===== src/rtl/display_scan_controller.sv =====
// rtl/display_scan_controller.sv - 4-digit 7-segment scan with edit-digit blink, colon blink and anti-ghost gap
module display_scan_controller #(
    parameter int SCAN_DIV     = 8000,
    parameter int BLANK_CYCLES = 16,
    parameter int BLINK_HALF   = 64
) (
    input  logic        i_Clock,
    input  logic        i_Reset,
    input  logic [15:0] i_Digits,
    input  logic [1:0]  i_Display_Enable_Digits,
    input  logic        i_Display_Enable_Dot,
    input  logic        i_Second_Tick,
    output logic [3:0]  o_Anode,
    output logic [6:0]  o_Segments,
    output logic        o_Dot,
    output logic        o_Frame_End
);

    localparam int CW = (SCAN_DIV > 1) ? $clog2(SCAN_DIV) : 1;
    localparam int BW = $clog2(BLINK_HALF + 1);
    localparam logic [CW-1:0] C_LAST     = CW'(SCAN_DIV - 1);
    localparam logic [CW-1:0] C_BLANK    = CW'(BLANK_CYCLES);
    localparam logic [BW-1:0] BLINK_LAST = BW'(BLINK_HALF - 1);

    logic [CW-1:0] c;
    logic [1:0]    idx;
    logic [1:0]    idx_next;
    logic [3:0]    nibble;
    logic [BW-1:0] frame_cnt;
    logic          blink_on;
    logic          dot_on;
    logic [1:0]    edit_q;
    logic          frame_end;
    logic          blink_sel;
    logic          anode_on;
    logic [6:0]    glyph;

    assign idx_next  = idx + 2'd1;
    assign frame_end = (idx == 2'd3) && (c == C_LAST);

    always_ff @(posedge i_Clock) begin
        if (i_Reset) begin
            c         <= '0;
            idx       <= 2'd0;
            nibble    <= i_Digits[3:0];
            frame_cnt <= '0;
            blink_on  <= 1'b1;
            dot_on    <= 1'b1;
            edit_q    <= 2'b00;
        end else begin
            if (c == C_LAST) begin
                c      <= '0;
                idx    <= idx_next;
                nibble <= i_Digits[{idx_next, 2'b00} +: 4];
            end else begin
                c <= c + CW'(1);
            end

            // A new edit selection restarts the blink with digits visible
            if (i_Display_Enable_Digits != edit_q) begin
                frame_cnt <= '0;
                blink_on  <= 1'b1;
            end else if (i_Display_Enable_Digits == 2'b00) begin
                frame_cnt <= '0;
                blink_on  <= 1'b1;
            end else if (frame_end) begin
                if (frame_cnt == BLINK_LAST) begin
                    frame_cnt <= '0;
                    blink_on  <= ~blink_on;
                end else begin
                    frame_cnt <= frame_cnt + BW'(1);
                end
            end
            edit_q <= i_Display_Enable_Digits;

            if (!i_Display_Enable_Dot)
                dot_on <= 1'b1;
            else if (i_Second_Tick)
                dot_on <= ~dot_on;
        end
    end

    always_comb begin
        blink_sel = 1'b0;
        case (i_Display_Enable_Digits)
            2'b01:   blink_sel = ~idx[1];
            2'b10:   blink_sel = idx[1];
            2'b11:   blink_sel = 1'b1;
            default: blink_sel = 1'b0;
        endcase
    end

    assign anode_on = !i_Reset && (c >= C_BLANK) && !(!blink_on && blink_sel);

    always_comb begin
        glyph = 7'b0111111;
        case (nibble)
            4'd0:    glyph = 7'b1000000;
            4'd1:    glyph = 7'b1111001;
            4'd2:    glyph = 7'b0100100;
            4'd3:    glyph = 7'b0110000;
            4'd4:    glyph = 7'b0011001;
            4'd5:    glyph = 7'b0010010;
            4'd6:    glyph = 7'b0000010;
            4'd7:    glyph = 7'b1111000;
            4'd8:    glyph = 7'b0000000;
            4'd9:    glyph = 7'b0010000;
            default: glyph = 7'b0111111;
        endcase
    end

    assign o_Anode     = anode_on ? ~(4'b0001 << idx) : 4'hF;
    assign o_Segments  = anode_on ? glyph : 7'h7F;
    assign o_Dot       = ~(anode_on && (idx == 2'd2) && i_Display_Enable_Dot && dot_on);
    assign o_Frame_End = frame_end && !i_Reset;

endmodule


===== config.mk =====
export PLATFORM = sky130hd
export DESIGN_NAME = display_scan_controller
export DESIGN_NICKNAME = d
export VERILOG_FILES = /design/src/rtl/display_scan_controller.sv
export SDC_FILE = /design/constraint.sdc
export NUM_CORES = 1
export LEC_CHECK = 0
export CAP_MARGIN = 20
export CORE_ASPECT_RATIO = 2
export CORE_MARGIN = 4
export CORE_UTILIZATION = 55
export DETAILED_ROUTE_END_ITERATION = 8
export PLACE_DENSITY = 0.82
export SYNTH_ARGS = -nofsm -noshare
export SYNTH_HDL_FRONTEND = slang
export SYNTH_SLANG_ARGS = --single-unit

===== constraint.sdc =====
create_clock -name i_Clock -period 4.9 [get_ports i_Clock]
set_clock_uncertainty 0.15 [all_clocks]
set_input_delay 1.47 -clock i_Clock [delete_from_list [all_inputs] [get_ports i_Clock]]
set_output_delay 1.47 -clock i_Clock [all_outputs]
set_load 0.03 [all_outputs]

; ---- Word-level counts from Yosys, hierarchy flattened
; Memories as Yosys holds them, arrays and structs flattened. A register that Yosys moved wholly into a read port is not among the register bits.
; Cells that the tools add are included.
[op_classes]
n_addsub = 3
magnitude_cmp = 1
n_eq_ne = 8
shifts = 2
n_mux = 7
bitwise_logic = 6
n_reduce_logical = 17
[op_table]
columns = operator, n
row1 = two-way mux 4 bit, 4
row2 = variable part select 16 x 5 -> 4 bit, 1
row3 = two-way mux 7 bit, 2
row4 = "adder 13 x 1 -> 13 bit, second input constant", 1
row5 = "equality test 13 bit, second input constant", 1
row6 = ">= comparator 13 x 5 -> 1 bit, second input constant", 1
row7 = "equality test 2 bit, second input constant", 4
row8 = logical AND 1 bit, 8
row9 = "adder 7 x 1 -> 7 bit, second input constant", 1
row10 = "equality test 7 x 6 -> 1 bit, second input constant", 1
row11 = NOT 1 bit, 5
row12 = NOT 4 bit, 1
row13 = OR reduction 2 bit, 2
row14 = "left shift 1 x 2 -> 4 bit, first input constant", 1
row15 = logical NOT 1 bit, 3
row16 = case mux 1 bit (3 select lines), 1
row17 = OR reduction 3 bit, 1
row18 = "adder 2 x 1 -> 2 bit, second input constant", 1
row19 = "equality test 2 x 1 -> 1 bit, second input constant", 1
row20 = logical NOT 2 bit, 1
row21 = != test 2 bit, 1
row22 = AND reduction 2 bit, 1
row23 = nonzero test 2 bit, 1
[totals]
register_bits = 30
romBits = 112
in_bits = 22
elab_cells = 52
mem_count = 1
[mem_list]
columns = memory, depth, word_bits, read_ports, rd_clocked_by_memory_dff, wr, line
row1 = (no name shown), 16, 7, 1, 1, 0, 97  ; case (nibble)

; ---- Depth between registers and ports, before layout
[logic_depth]
depth_word = 9
ltp_mapped = 12
ltp_nobuf = 11

; ---- Worst setup path before layout
; OpenSTA, ideal clock, no wires.
[synth_timing]
path_kind = input port to output port
from = input port i_Reset
to = output port o_Dot
arrival_ps = 2524
t_required_ps = 3280
path_slack_ps = 756
path_stages = 5
cell_sequence = inv_1 o21ai_0 a31oi_1 clkbuf_1 nand4_1
[synth_between]
elab_chain_cells = 7
[synth_rtl]
columns = item, line
row1 = from (decl), 8  ; input logic i_Reset,
row2 = logical NOT 1 bit, 93  ; assign anode_on = !i_Reset && (c >= C_BLANK) && !(!blink_on && blink_sel);
row3 = logical AND 1 bit (2 in a row), 93
row4 = logical AND 1 bit (3 in a row), 114  ; assign o_Dot = ~(anode_on && (idx == 2'd2) && i_Display_Enable_Dot && dot_on);
row5 = NOT 1 bit, 114
row6 = to (decl), 15  ; output logic o_Dot,
; Every way passes these cells.

; ---- Worst setup path in the final report
[layout_timing]
from = input port i_Display_Enable_Digits[1]
to = output port o_Segments[2]
[layout_between]
elab_chain_cells = 6
elab_cells_between_ends = 8
classes_between = eq/ne (3) / mux (2) / reduce/logical (3)
[layout_rtl]
columns = item, line
row1 = from (decl), 10  ; input logic [1:0] i_Display_Enable_Digits,
row2 = equality test 2 bit or equality test 2 x 1 -> 1 bit (tied branches), 85  ; case (i_Display_Enable_Digits)
row3 = case mux 1 bit (3 select lines) (*), 85
row4 = logical AND 1 bit (*), 93
row5 = logical NOT 1 bit (*), 93
row6 = logical AND 1 bit (*), 93
row7 = two-way mux 7 bit (*), 113  ; assign o_Segments = anode_on ? glyph : 7'h7F;
row8 = to (decl), 14  ; output logic [6:0] o_Segments,
; Every way passes the cells marked *; elsewhere a longest branch is shown, timed or not.

==> summary.txt <==
Worst setup path
  • CP Max Fanout: 12
  • Largest stage delay on the critical path: 0.46 ns
  • Top delay family on crit path: buffers and inverters
  • Setup Crit Path Kind: in2out
  • CP Cell Sequence: clkdlybuf4s50_1 -> mux2i_1 -> o21ai_0 -> a31oi_1 -> buf_4 -> nand2b_1 -> dlygate4sd2_1
  • Startpoint type of the worst setup path: primary input
  • CP arrival: 3.05 ns
  • CP bufs+invs: 3
  • CP endpoint kind: output pin
  • Slowest CP cell: clkdlybuf4s50_1
  • Required @ worst endpoint: 3.28 ns

Synthesis
  • EDFF count, synth: 4
  • Area of the mapped netlist: 0.00195 mm²
  • Sequential area share after synthesis: 40.1%
  • Mean Syn Cell Area: 9.22 µm²
  • Asr flop ratio synth: 0%
  • Cells after synthesis: 211
  • Netlist cell types: 42
  • Primary FF master, synth: dfxtp_1
  • Ys Warns: 0
  • #FFs+latches synth: 37
  • Post-Syn Nets: 245

Cells and area
  • Net count reported at finish: 286
  • Most common cell after layout, fill and taps aside: dfxtp_1
  • Ratio of cells with drive above 1 in the final layout: 11.9%
  • Filler cell count: 257
  • # diodes: 0
  • Commonest cells after routing, fill and taps aside: dfxtp_1 (33), nor2_1 (31), clkdlybuf4s50_1 (22)
  • P&R area growth vs syn: 25.9%

STA
  • Period utilisation layout: 95.3%
  • Fin worst setup slack: 0.232 ns
  • Final Max Slew Viols: 0
  • Relative slew slack: 64.4%
  • Max Fclk: 214 MHz
  • Slew @ Worst Pin: 0.523 ns
  • Hold Violations, Final: 0
  • Final Critical Period: 4.67 ns
  • RSZ-0062 raised after global routing: false
  • # setup viols final: 0
  • Setup tns final: 0 ns

Global routing
  • Total gr overflow: 0
  • First-pass GRT wire length: 6960 µm
  • Largest net degree at the start of global routing: 21
  • Gr usage total: 19.6%
  • Vias in the first global route: 1587
  • Antenna violations before repair: 0

Route
  • Routed Antenna Nets: 0
  • DR DRC count: 0
  • First-pass detailed-route iteration total: 4
  • Vias: 1562
  • WL/cell: 13.7 µm
  • DRT iter0 DRCs: 31
  • Vias per cell: 5.19
  • Drt total wl: 4120 µm

Status
  • Status: completed

Clocking
  • Root buf cell: clkbuf_8
  • Clk_lat worst skew: 0.29 ns
  • H-tree Lvls: 2
  • Clk buf depth: 2
  • CTS tree: done
  • Clock slew seen by the registers of the worst setup and hold paths: 0.07 ns
  • CTS Buf Count: 5
  • CTS Sinks: 37
  • Cts hold-fix bufs: 0
  • Postcts setup bufs: 0

Place
  • Pre-CTS setup slack: -0.0111 ns
  • Hpwl dp: 3240 µm
  • GPL Wtd Cong: 0.819
  • PortBufs: 34

Floorplanning
  • Initial core utilization: 57.0%
  • I/O pin total: 35
  • Area of the die: 0.00461 mm²
  • Row count: 30
  • Core area: 0.00342 mm²
  • Die height: 92.1 µm
  • Chip width: 50.1 µm

Pwr
  • Static leakage: 0.917 nW
  • Worst vdd ir: 0.204 mV
  • Cell Pwr Density: 254 mW/mm²

Hold path
  • Worst hold-check path type: reg2reg

Run
  • Number of max-cap violations: 0
-- cell type report --
type | count | area (µm²) | area share, %
clock buffers | 8 | 90.1 | 3.68
inverters | 11 | 41.3 | 1.69
flip-flops and latches | 37 | 781 | 31.9
well taps | 48 | 60.1 | 2.45
repair buffers | 40 | 384 | 15.7
multi-input cells | 157 | 1090 | 44.6
-- cells in the mapped netlist, drive strengths merged, types with 3 or more instances --
cell type / count / share of area, %
xnor2: 16 / 7.2
o21ai: 6 / 1.5
nor3b: 3 / 1.2
dfxtp: 33 / 34
nand4: 3 / 0.96
edfxtp: 4 / 6.2
clkbuf: 4 / 0.77
inv: 11 / 2.1
xor2: 4 / 1.8
nor2: 31 / 6.0
a31oi: 4 / 1.3
nor2b: 3 / 0.96
nand3: 7 / 1.8
ha: 12 / 7.7
nand2b: 9 / 2.9
mux2: 6 / 3.7
mux2i: 5 / 2.8
nor3: 8 / 2.1
and3: 3 / 0.96
a21oi: 5 / 1.3
nand2: 13 / 2.5
-- path summary, 6_finish.rpt --
path | from | end | slack [ns] | cells past startpoint
worst max register to register | idx[0] | glyph[4] | 1.79 | 11
worst min-delay path | frame_cnt[6] | frame_cnt[6] | 0.32 | 1
worst min register to register | frame_cnt[6] | frame_cnt[6] | 0.32 | 1
worst max-delay path | i_Display_Enable_Digits[1] | o_Segments[2] | 0.23 | 7
-- where the power goes --
| group | leakage [nW] | total, mW | internal (mW) | switching [mW] |
|---|---|---|---|---|
| registers | 0.308 | 0.327 | 0.321 | 0.00594 |
| clock network | 0.0455 | 0.218 | 0.115 | 0.104 |
| logic | 0.564 | 0.0769 | 0.0421 | 0.0347 |
-- through the flow --
step	utilization (%)	power, mW	cells	instance area [µm²]	hold WS [ns]
3_3_place_gp	68.8	0.409	293	2350	0.301
6_report	71.7	0.622	301	2450	0.317
4_1_cts	71.3	0.626	301	2440	0.320
2_1_floorplan	-	0.380	211	1950	0.291
5_1_grt	71.7	0.647	301	2450	0.340
3_5_place_dp	68.8	0.411	293	2350	0.308
-- cells by family (layout without fill, tap and decap cells) --
logic type                 count (synthesis)  in the layout  synth area share (%)
adders and majority gates                 12             12                  7.72
xor gates and xnor gates                  20             20                  9.00
muxes                                     11             11                  6.43
AOI/OAI and AO/OA                         26             26                  9.78
buffers and inverters                     17             59                  3.73
DFF                                       37             37                  40.1
and+or+nand+nor                           88             88                  23.2
-- flip-flops by register name, summed over array words and instances, names as in the netlist --
signal	flops
c	13
dot_on	1
idx	2
edit_q	2
glyph	7
frame_cnt	7
nibble	4
blink_on	1
-- metal layers --
metal / track usage (%) / share of wire [%] / vias to the layer above
li1: - / - / 803
met4: 9.93 / 2.2 / 0
met1: 18.2 / 36 / 718
met5: 0 / 0 / -
met2: 37.3 / 58 / 32
met3: 4.39 / 3.6 / 9
-- what timing repair did --
action | 4_1_cts | 5_1_grt
gates resized for setup | 3 | 5
setup endpoints to repair | 3 | 5
endpoints found under the hold margin | 0 | 0
Note: power is estimated with default switching activity, not from simulation.
